`src/rtl/ysyx_23060229_lsu.sv`:
```
// Load/store unit: accepts one memory operation at a time from execute,
// runs it on a single-outstanding request/response bus, and returns a
// lane-extracted, extended load result (or error) to writeback.
//
// state  | meaning
// -------+-----------------------------------------------------------
// S_IDLE | ready for a new operation
// S_REQ  | memory request presented, waiting for m_req_ready
// S_WAIT | request accepted, waiting for the m_rsp_valid pulse
// S_RESP | result presented, waiting for rsp_ready
module ysyx_23060229_lsu #(
  parameter int ADDR_W = 32,
  parameter int DATA_W = 32
) (
  input  logic                clk,
  input  logic                rst,
  input  logic                req_valid,
  output logic                req_ready,
  input  logic                mem_ren,
  input  logic                mem_wen,
  input  logic [7:0]          mem_wmask,
  input  logic [2:0]          ld_funct3,
  input  logic [ADDR_W-1:0]   addr,
  input  logic [DATA_W-1:0]   wdata,
  output logic                rsp_valid,
  input  logic                rsp_ready,
  output logic [DATA_W-1:0]   rdata,
  output logic                err,
  output logic                m_req_valid,
  input  logic                m_req_ready,
  output logic                m_we,
  output logic [ADDR_W-1:0]   m_addr,
  output logic [DATA_W-1:0]   m_wdata,
  output logic [DATA_W/8-1:0] m_wstrb,
  input  logic                m_rsp_valid,
  input  logic [DATA_W-1:0]   m_rdata,
  input  logic                m_rsp_err
);

  typedef enum logic [1:0] {S_IDLE, S_REQ, S_WAIT, S_RESP} state_t;

  state_t                state_q, state_d;
  logic                  req_ready_q, req_ready_d;
  logic                  rsp_valid_q, rsp_valid_d;
  logic [DATA_W-1:0]     rdata_q, rdata_d;
  logic                  err_q, err_d;
  logic                  m_req_valid_q, m_req_valid_d;
  logic                  m_we_q, m_we_d;
  logic [ADDR_W-1:0]     m_addr_q, m_addr_d;
  logic [DATA_W-1:0]     m_wdata_q, m_wdata_d;
  logic [DATA_W/8-1:0]   m_wstrb_q, m_wstrb_d;
  logic [1:0]            lane_q, lane_d;
  logic [2:0]            funct3_q, funct3_d;
  logic                  load_q, load_d;

  logic                  is_load, is_store, bad_op, misaligned;
  logic [DATA_W/8-1:0]   strb_base;
  logic [DATA_W-1:0]     shifted, ld_val;

  // Classify the offered operation; a load wins when both enables are set.
  always_comb begin
    is_load    = mem_ren;
    is_store   = mem_wen & ~mem_ren;
    bad_op     = 1'b0;
    misaligned = 1'b0;
    strb_base  = '0;
    if (is_load) begin
      case (ld_funct3)
        3'b000, 3'b100: misaligned = 1'b0;
        3'b001, 3'b101: misaligned = addr[0];
        3'b010:         misaligned = |addr[1:0];
        default:        bad_op = 1'b1;
      endcase
    end else if (is_store) begin
      case (mem_wmask)
        8'h01: strb_base = 4'b0001;
        8'h03: begin strb_base = 4'b0011; misaligned = addr[0];     end
        8'h0F: begin strb_base = 4'b1111; misaligned = |addr[1:0];  end
        default: bad_op = 1'b1;
      endcase
    end
  end

  // Pull the addressed lane down to bit 0 and extend it by load width.
  always_comb begin
    shifted = m_rdata >> {lane_q, 3'b000};
    case (funct3_q)
      3'b000:  ld_val = {{24{shifted[7]}}, shifted[7:0]};
      3'b001:  ld_val = {{16{shifted[15]}}, shifted[15:0]};
      3'b100:  ld_val = {24'b0, shifted[7:0]};
      3'b101:  ld_val = {16'b0, shifted[15:0]};
      default: ld_val = shifted;
    endcase
  end

  // Next-state and next-output logic for the operation sequencer.
  always_comb begin
    state_d       = state_q;
    rsp_valid_d   = rsp_valid_q;
    rdata_d       = rdata_q;
    err_d         = err_q;
    m_req_valid_d = m_req_valid_q;
    m_we_d        = m_we_q;
    m_addr_d      = m_addr_q;
    m_wdata_d     = m_wdata_q;
    m_wstrb_d     = m_wstrb_q;
    lane_d        = lane_q;
    funct3_d      = funct3_q;
    load_d        = load_q;
    case (state_q)
      S_IDLE: begin
        if (req_valid && req_ready_q) begin
          lane_d   = addr[1:0];
          funct3_d = ld_funct3;
          load_d   = is_load;
          if (bad_op || misaligned) begin
            state_d     = S_RESP;
            rsp_valid_d = 1'b1;
            err_d       = 1'b1;
            rdata_d     = '0;
          end else if (!is_load && !is_store) begin
            state_d     = S_RESP;
            rsp_valid_d = 1'b1;
            err_d       = 1'b0;
            rdata_d     = '0;
          end else begin
            state_d       = S_REQ;
            m_req_valid_d = 1'b1;
            m_we_d        = is_store;
            m_addr_d      = {addr[ADDR_W-1:2], 2'b00};
            m_wdata_d     = is_store ? (wdata << {addr[1:0], 3'b000}) : '0;
            m_wstrb_d     = strb_base << addr[1:0];
          end
        end
      end
      S_REQ: begin
        if (m_req_ready) begin
          state_d       = S_WAIT;
          m_req_valid_d = 1'b0;
        end
      end
      S_WAIT: begin
        if (m_rsp_valid) begin
          state_d     = S_RESP;
          rsp_valid_d = 1'b1;
          err_d       = m_rsp_err;
          rdata_d     = (m_rsp_err || !load_q) ? '0 : ld_val;
        end
      end
      S_RESP: begin
        if (rsp_ready) begin
          state_d     = S_IDLE;
          rsp_valid_d = 1'b0;
        end
      end
      default: state_d = S_IDLE;
    endcase
    req_ready_d = (state_d == S_IDLE);
  end

  // State and registered outputs; reset clears everything including req_ready.
  always_ff @(posedge clk or negedge rst) begin
    if (!rst) begin
      state_q       <= S_IDLE;
      req_ready_q   <= 1'b0;
      rsp_valid_q   <= 1'b0;
      rdata_q       <= '0;
      err_q         <= 1'b0;
      m_req_valid_q <= 1'b0;
      m_we_q        <= 1'b0;
      m_addr_q      <= '0;
      m_wdata_q     <= '0;
      m_wstrb_q     <= '0;
      lane_q        <= '0;
      funct3_q      <= '0;
      load_q        <= 1'b0;
    end else begin
      state_q       <= state_d;
      req_ready_q   <= req_ready_d;
      rsp_valid_q   <= rsp_valid_d;
      rdata_q       <= rdata_d;
      err_q         <= err_d;
      m_req_valid_q <= m_req_valid_d;
      m_we_q        <= m_we_d;
      m_addr_q      <= m_addr_d;
      m_wdata_q     <= m_wdata_d;
      m_wstrb_q     <= m_wstrb_d;
      lane_q        <= lane_d;
      funct3_q      <= funct3_d;
      load_q        <= load_d;
    end
  end

  assign req_ready   = req_ready_q;
  assign rsp_valid   = rsp_valid_q;
  assign rdata       = rdata_q;
  assign err         = err_q;
  assign m_req_valid = m_req_valid_q;
  assign m_we        = m_we_q;
  assign m_addr      = m_addr_q;
  assign m_wdata     = m_wdata_q;
  assign m_wstrb     = m_wstrb_q;

endmodule
```
`config.mk`:
```
export PLATFORM = sky130hd
export DESIGN_NAME = ysyx_23060229_lsu
export DESIGN_NICKNAME = d
export VERILOG_FILES = /design/src/rtl/ysyx_23060229_lsu.sv
export SDC_FILE = /design/constraint.sdc
export NUM_CORES = 1
export LEC_CHECK = 0
export CORE_UTILIZATION = 47
export DETAILED_ROUTE_END_ITERATION = 6
export PLACE_DENSITY_LB_ADDON = 0.1
export SYNTH_ARGS = -nofsm -noshare
export SYNTH_HDL_FRONTEND = slang
export SYNTH_SLANG_ARGS = --single-unit
```
`constraint.sdc`:
```
create_clock -name clk -period 2.82 [get_ports clk]
set_input_delay 0.846 -clock clk [delete_from_list [all_inputs] [get_ports clk]]
set_output_delay 0.846 -clock clk [all_outputs]
set_load 0.01 [all_outputs]
```
# --- After elaboration in Yosys (flattened, before gate mapping) ---
# Index checks and enable logic that the tools add are counted.
totals:
  ff_bits: 111
  input_bits: 116
  output_inout_bits: 105
  elab_cells: 105
op_classes:
  n_eq_ne: 20
  shift: 3
  mux: 42
  bitwise_logic: 4
  reduce_logical: 23
op_table:
  columns: ["cell", "count"]
  rows:
  - ["$mux W32", 6]
  - ["$pmux W32 S4", 1]
  - ["$pmux W32 S2", 1]
  - ["$shl A32 B5 Y32", 1]
  - ["$shr A32 B5 Y32", 1]
  - ["$mux W1", 19]
  - ["$eq A3 B3 Y1 const B", 4]
  - ["$mux W2", 6]
  - ["$ne A2 B2 Y1 const B", 6]
  - ["$pmux W4 S3", 1]
  - ["$reduce_and A5 Y1", 2]
  - ["$eq A8 B1 Y1 const B", 1]
  - ["$eq A8 B2 Y1 const B", 1]
  - ["$eq A8 B4 Y1 const B", 1]
  - ["$mux W4", 2]
  - ["$pmux W1 S2", 4]
  - ["$pmux W2 S4", 1]
  - ["$reduce_and A4 Y1", 2]
  - ["$eq A3 B1 Y1 const B", 2]
  - ["$logic_not A3 Y1", 2]
  - ["$reduce_or A5 Y1", 1]
  - ["$eq A2 B2 Y1 const B", 2]
  - ["$logic_not A2 Y1", 2]
  - ["$reduce_bool A2 Y1", 2]
  - ["other kinds (14)", 21]

# --- Longest topological paths before layout ---
depth:
  depth_word: 10
  depth_mapped: 7
  depth_no_buf: 5

# --- Worst setup path before layout ---
# OpenSTA, ideal clock, no wires.
synth_path:
  path_type: "input-to-reg"
  startpoint: "in mem_wmask[3]"
  endpoint: "reg rdata_q[1], in the netlist rdata[1]"
  setup_time_ns: 0.127
  t_arrival_ns: 2.275
  required_time_ns: 2.693
  path_slack_ns: 0.417
  cell_stages: 6
  n_path_buf: 1
  cell_sequence: "and3_1 o2111a_1 a31o_4 o21ai_4 buf_6 mux2_1"
synth_between:
  elab_chain_cells: 9
  word_cells_on_any_way: 16
  cone_classes: "eq/ne (4); mux (9); reduce/logical (3)"
synth_rtl:
  columns: ["element", "line_no", "text"]
  rows:
  - ["start, declared", "21", "input logic [7:0] mem_wmask,"]
  - ["$eq A8 B4 Y1 (tied with other cells)", "75", "case (mem_wmask)"]
  - ["$reduce_or A3 Y1 (no line)", null, null]
  - ["$mux W1", "75", null]
  - ["$mux W1", "74", "end else if (is_store) begin"]
  - ["$mux W1", "67", "if (is_load) begin"]
  - ["$logic_or A1 B1 Y1 (*)", "116", "if (bad_op || misaligned) begin"]
  - ["$mux W32", "116", null]
  - ["$mux W32", "112", "if (req_valid && req_ready_q) begin"]
  - ["$pmux W32 S2", "110", "case (state_q)"]
  - ["end signal, assigned", "181", "rdata_q <= rdata_d;"]
  - ["end, declared", "45", "logic [DATA_W-1:0] rdata_q, rdata_d;"]
# Every way passes the cells marked *; elsewhere a longest branch is shown, timed or not. The select of a mux whose other input is x is not followed.
# A chain may end at the register's enable or synchronous reset.

# --- Final worst setup path ---
layout_path:
  startpoint: "in mem_wmask[3]"
  endpoint: "reg rdata_q[26], in the netlist rdata[26]"
# The elaborated chain is that of the path after synthesis.

==> impl_metrics.yaml <==
synthesis:
  synth_edf_count: 0
  synthTopCellsByCount: "dfrtp_1, nand2_1, mux2i_1"
  ys_seq_elements: 111
  async_reset_ff_share_pct: 100
  yosysMostFrequentCell: "dfrtp_1"
  yosysWarnings: 0
  ys_seq_area_share_pct: 50.2
  syn_avg_cell_area_um2: 11.4
  syn_area_um2: 5530
  yosysUniqueCellTypes: 55
  synthTopCellsByArea: "dfrtp_1, mux2i_1, mux2_2, mux2_1, nand2_1"
  synth_top_area_share_pct: 50.2
  synth_cells: 484
  yosysTopAreaCell: "dfrtp_1"
  synth_flop_cell: "dfrtp_1"
global_route:
  grt_pass1_vias: 4968
  grt_pass1_wl_um: 24800
  antenna_found_initial: 0
  track_usage_pct: 25.6
  grt_max_degree: 68
  grt-ovfl-total: 0
floorplanning:
  pin_count: 221
  start_util_pct: 48.2
  row_count: 39
  die_h_um: 111
  die_area_um2: 12200
  die-width_um: 111
  coreArea_um2: 11500
cts:
  clk_latency_ns: 0.36
  post_cts_buffers: 0
  ctsRootBufferMaster: "clkbuf_16"
  htree_num_levels: 3
  cts_resized: 0
  clk_pin_slew_worst_paths_ns: 0.08
  clkSinkCount: 111
  cts_buffers: 9
  clockBufferDepth: 2
  hold_buffers: 0
  cts_tree: "built"
route:
  ant_nets: 0
  viasPerCell: 5.52
  routedWlPerCell_um: 17.5
  dr.first_iter.drc_count: 257
  routed_wl_um: 15100
  drc: 0
  first_pass_iters: 4
  vias: 4755
critical_path:
  required_ns: 3.10
  cp.arrival_ns: 2.92
  critPathLaunchType: "input port"
  cp-end-kind: "flip-flop"
  r2r_cells: 6
  critPathKind: "input port to flip-flop"
  worstPathMaxFanout: 28
finish:
  nets: 829
  fin_util_pct: 72.5
  antennaDiodeCount: 0
  drive_above_1_share_pct: 13.2
  fillCellCount: 852
  multi_input_area_um2: 2520
  area_growth_pct: 50.3
  seq_area_um2: 2780
status:
  outcome: "finished, final reports clean"
sta:
  period_share_pct: 93.9
  fmax_ghz: 0.378
  rsz0062_at_grt: "no"
  finClkSkew_ns: 0.00666
  finalHoldViolations: 0
  setup-violations-final: 0
  post-route-min-period_ns: 2.65
  final-max-slew-violation-count: 0
  whs_ns: 0.340
job:
  drv_cap: 0
power_and_ir_drop:
  p_int_mw: 3.95
  p_leak_nw: 3.69
  p_comb_share_pct: 39.8
  pwr-share-clk_pct: 21.1
  p_seq_share_pct: 39.1
  p_per_area_nw_per_um2: 700
  ir_drop_uv: 510
  switching_share_pct: 32.2
  netSwitchingPower_mw: 1.88
placed_design:
  port_buffers: 218
  place_congestion: 0.891
  hpwl_um: 11300
min_path:
  hold_class: "input port to asynchronous set/reset pin"
[cells in the final DEF (no fill, tap or decap), types with 2 or more instances in the layout]
cell type and n:
a211o_1 9, a211oi_1 16, a21o_1 4, a21oi_1 18, a22o_1 19, a32o_1 9
and2_1 6, buf_12 6, buf_4 31, clkbuf_16 9, clkdlybuf4s50_1 216, clkinv_4 2
clkinvlp_4 2, conb_1 2, dfrtp_1 111, inv_1 11, mux2_1 20, mux2_2 34
mux2i_1 40, nand2_1 46, nand2b_1 2, nor2_1 14, nor2b_1 18, nor3_1 3
nor3_4 2, o21a_1 2, o21ai_0 20, o22ai_1 7, o2bb2ai_1 8, or3_1 2
[power by group through the flow]
| stage | combinational, mW | clock (mW) | sequential [mW] |
|---|---|---|---|
| final | 2.32 | 1.23 | 2.28 |
| after global placement | 2.27 | 0 | 2.28 |
| after detailed placement | 2.33 | 0 | 2.30 |
| after CTS | 2.34 | 1.26 | 2.28 |
| after global routing | 2.50 | 1.32 | 2.33 |
| after floorplan | 1.10 | 0 | 2.36 |
[per-stage QoR]
step | area (µm²) | total power, mW | setup slack, ns | TNS [ns] | cells
after CTS | 8320 | 5.88 | 0.184 | 0 | 861
after detailed placement | 8030 | 4.63 | -0.193 | -11.39 | 845
final | 8320 | 5.83 | 0.172 | 0 | 861
after global placement | 8030 | 4.55 | -0.119 | -6.07 | 845
after floorplan | 5540 | 3.46 | 0.417 | 0 | 485
after global routing | 8320 | 6.15 | 0.0622 | 0 | 861
[area by class of cell]
class / count / area share (%)
Clock buffer: 11 / 2.92
Inverter: 11 / 0.496
Multi-Input combinational cell: 326 / 30.2
Clock inverter: 5 / 0.496
Tap cell: 143 / 2.15
Sequential cell: 111 / 33.4
Timing Repair Buffer: 254 / 30.3
[path summary, 6_finish.rpt]
kind,start,to,slack [ns]
min in group clk,m_we,m_we,0.47
max in group asynchronous,rst,m_we,1.81
max,mem_wmask[3],rdata[26],0.17
min,rst,m_wstrb[1],0.34
max reg2reg,state_q[1],rdata[26],0.79
min reg2reg,m_we,m_we,0.47
[sequential cells by signal (all words and copies together), names as in the netlist]
register,cells
m_addr,30
rsp_valid,1
funct3_q,3
req_ready,1
m_wdata,32
m_req_valid,1
lane_q,2
state_q,2
m_we,1
rdata,32
m_wstrb,4
load_q,1
err,1
[worst max-delay path, cell delays in order]
cell and delay, ns:
clkdlybuf4s50_1 0.51, and3_1 0.23, o2111a_1 0.27, a31o_4 0.28, o21ai_4 0.17, buf_12 0.21
buf_4 0.20, mux2i_1 0.20
[cell families (layout without fill, tap and decap cells)]
family,count (synthesis),count (layout),share of synthesized area (%)
AOI/OAI and AO/OA,127,127,17.2
xor gates and xnor gates,1,1,0.158
buffers and inverters,48,281,4.39
DFF,111,111,50.2
muxes,95,95,18.6
other,1,2,0.0678
and+or+nand+nor,101,101,9.36
[per-layer routing]
layer | global-route usage [%] | share of wire [%]
met1 | 31.4 | 40
met2 | 41.8 | 50
met3 | 7.19 | 7.7
met4 | 11.6 | 2.4
met5 | 0 | 0
Power figures use the tool's default switching activity.
==> RTL change, RTL diff (config.mk and constraints unchanged) <==
Set the parameter `ADDR_W` to 64 (it was 32).
--- a/src/rtl/ysyx_23060229_lsu.sv
+++ b/src/rtl/ysyx_23060229_lsu.sv
@@ -9,7 +9,7 @@
 // S_WAIT | request accepted, waiting for the m_rsp_valid pulse
 // S_RESP | result presented, waiting for rsp_ready
 module ysyx_23060229_lsu #(
-  parameter int ADDR_W = 32,
+  parameter int ADDR_W = 64,
   parameter int DATA_W = 32
 ) (
   input  logic                clk,
Interface: changed (resized addr and m_addr); port bits go from 221 to 285. The function was not compared with the original's and may differ.
==> RTL change against the unedited design <==
  * First-iteration DRC count rose by 64%
  * Combinational power up 38%
  * Critical endpoint is now rdata[14]
  * Final area up 28%
  * Non-clock buffer count rose by 67
  * Count of clock-buffer cells in the layout is 9 higher
  * Sequential power increased by 35%
  * Utilization up 3.9 points
  * Wire length is 30% higher
  * Power increased by 52%
  * Register-to-register slack got worse by 0.22 ns
  * Sequential cell count increased by 32
  * Area after synthesis increased by 22%
  * Via count increased by 19%
  * Worst setup slack worse by 0.0030 ns
==> RTL change: results (changes against the unedited design) <==
\begin{tabular}{lr}
\hline
Metric & Value \\
\hline
\multicolumn{2}{l}{\textbf{Detailed routing}} \\
Detailed-routing wirelength on met1 & 7.30 mm (+20\%) \\
Average detailed-routed wire length per instance & 18.7 µm (+6.8\%) \\
Detailed Routing Iterations Pass 1 & 5 (+1) \\
Routed met3 length & 1.68 mm (+44\%) \\
Avg Vias per Cell & 5.41 (-2.1\%) \\
Met2 routed WL & 9.85 mm (+31\%) \\
\multicolumn{2}{l}{\textbf{Setup path}} \\
Capture point of the critical path & rdata[14] \\
Length in cells of the worst reg-to-reg path & 5 (-1) \\
Largest fanout of any net on the critical path & 25 (-11\%) \\
Capture instance of the worst register-to-register path & rdata[31] \\
Maximum single-stage delay on the critical path & 0.49 ns (-0.02 ns) \\
Origin of the critical flop-to-flop path & state\_q[0] \\
\multicolumn{2}{l}{\textbf{CTS}} \\
CTS HTree Levels & 4 (+1) \\
Number of buffers added by the clock tree synthesis step & 17 (+8) \\
\multicolumn{2}{l}{\textbf{GRT}} \\
Total routing usage reported by global routing & 27.2\% (+1.6 points) \\
Met3 layer usage reported by global route & 9.36\% (+2.2 points) \\
Vias in the first global route & 5990 (+21\%) \\
Wire length of the first global-routing pass & 30.6 mm (+23\%) \\
\multicolumn{2}{l}{\textbf{Finish}} \\
Final cell count without fillers & 1047 (+22\%) \\
Final-layout fill cell count & 908 (+6.6\%) \\
\multicolumn{2}{l}{\textbf{Timing}} \\
Hold Worst Slack & 0.328 ns (-0.0127 ns) \\
Worst clock skew & 0.0105 ns (+0.00389 ns) \\
\multicolumn{2}{l}{\textbf{Power and ir drop}} \\
Sequential power & 3.08 mW (+35\%) \\
Static power due to leakage & 4.65 nW (+26\%) \\
Worst VDD drop & 571 µV (+12\%) \\
NetSw & 2.62 mW (+39\%) \\
\multicolumn{2}{l}{\textbf{Synthesis}} \\
Post-synthesis compound-gate area fraction & 14.3\% (-2.9 points) \\
Multiplexer share of the synthesized area & 20.7\% (+2.0 points) \\
Syn\_area\_per\_cell & 12.2 µm² (+6.5\%) \\
Biggest area contributors in the synthesized netlist & dfrtp\_1 (53\%), mux2\_2 (13\%), mux2i\_1 (5.9\%), nand2\_1 (2.6\%), a22o\_1 (2.5\%) \\
Fraction of synthesized cell area in xor and xnor cells & 0.130\% (-0.028 points) \\
Sequential fraction of the synthesis area & 53.1\% (+2.9 points) \\
\multicolumn{2}{l}{\textbf{Outcome}} \\
Result of the run & finished, final reports clean \\
\multicolumn{2}{l}{\textbf{Placement}} \\
I/O Buffers & 282 (+29\%) \\
Routability congestion estimate & 0.882 (-0.97\%) \\
Detail Placement HPWL & 14.6 mm (+29\%) \\
\hline
\end{tabular}
## RTL change: cell count changes in the layout (fill, tap and decap cells not counted), moves of 6 or more
| cell | change |
|---|---|
| bufinv_16 | +6 |
| clkbuf_16 | +8 |
| clkdlybuf4s50_1 | +64 |
| dfrtp_1 | +32 |
| mux2_1 | -10 |
| mux2_2 | +42 |
## RTL change: cell type report
type	count	area, µm²	area share, %
sequential	143	3580	33.6
timing repair buffer	321	3240	30.4
multi-input combinational	360	2880	27.1
clock buffer	20	457	4.29
clock inverter	12	230	2.16
tap	180	225	2.11
inverter	11	41.3	0.388
## RTL change: through the flow
step,power (mW),setup WS [ns],util (%)
final,8.86,0.169,76.4
after CTS,8.93,0.184,76.4
after global routing,9.30,0.0868,76.4
after floorplan,4.51,0.339,-
after detailed placement,6.29,-0.244,71.5
after global placement,6.17,-0.201,71.5
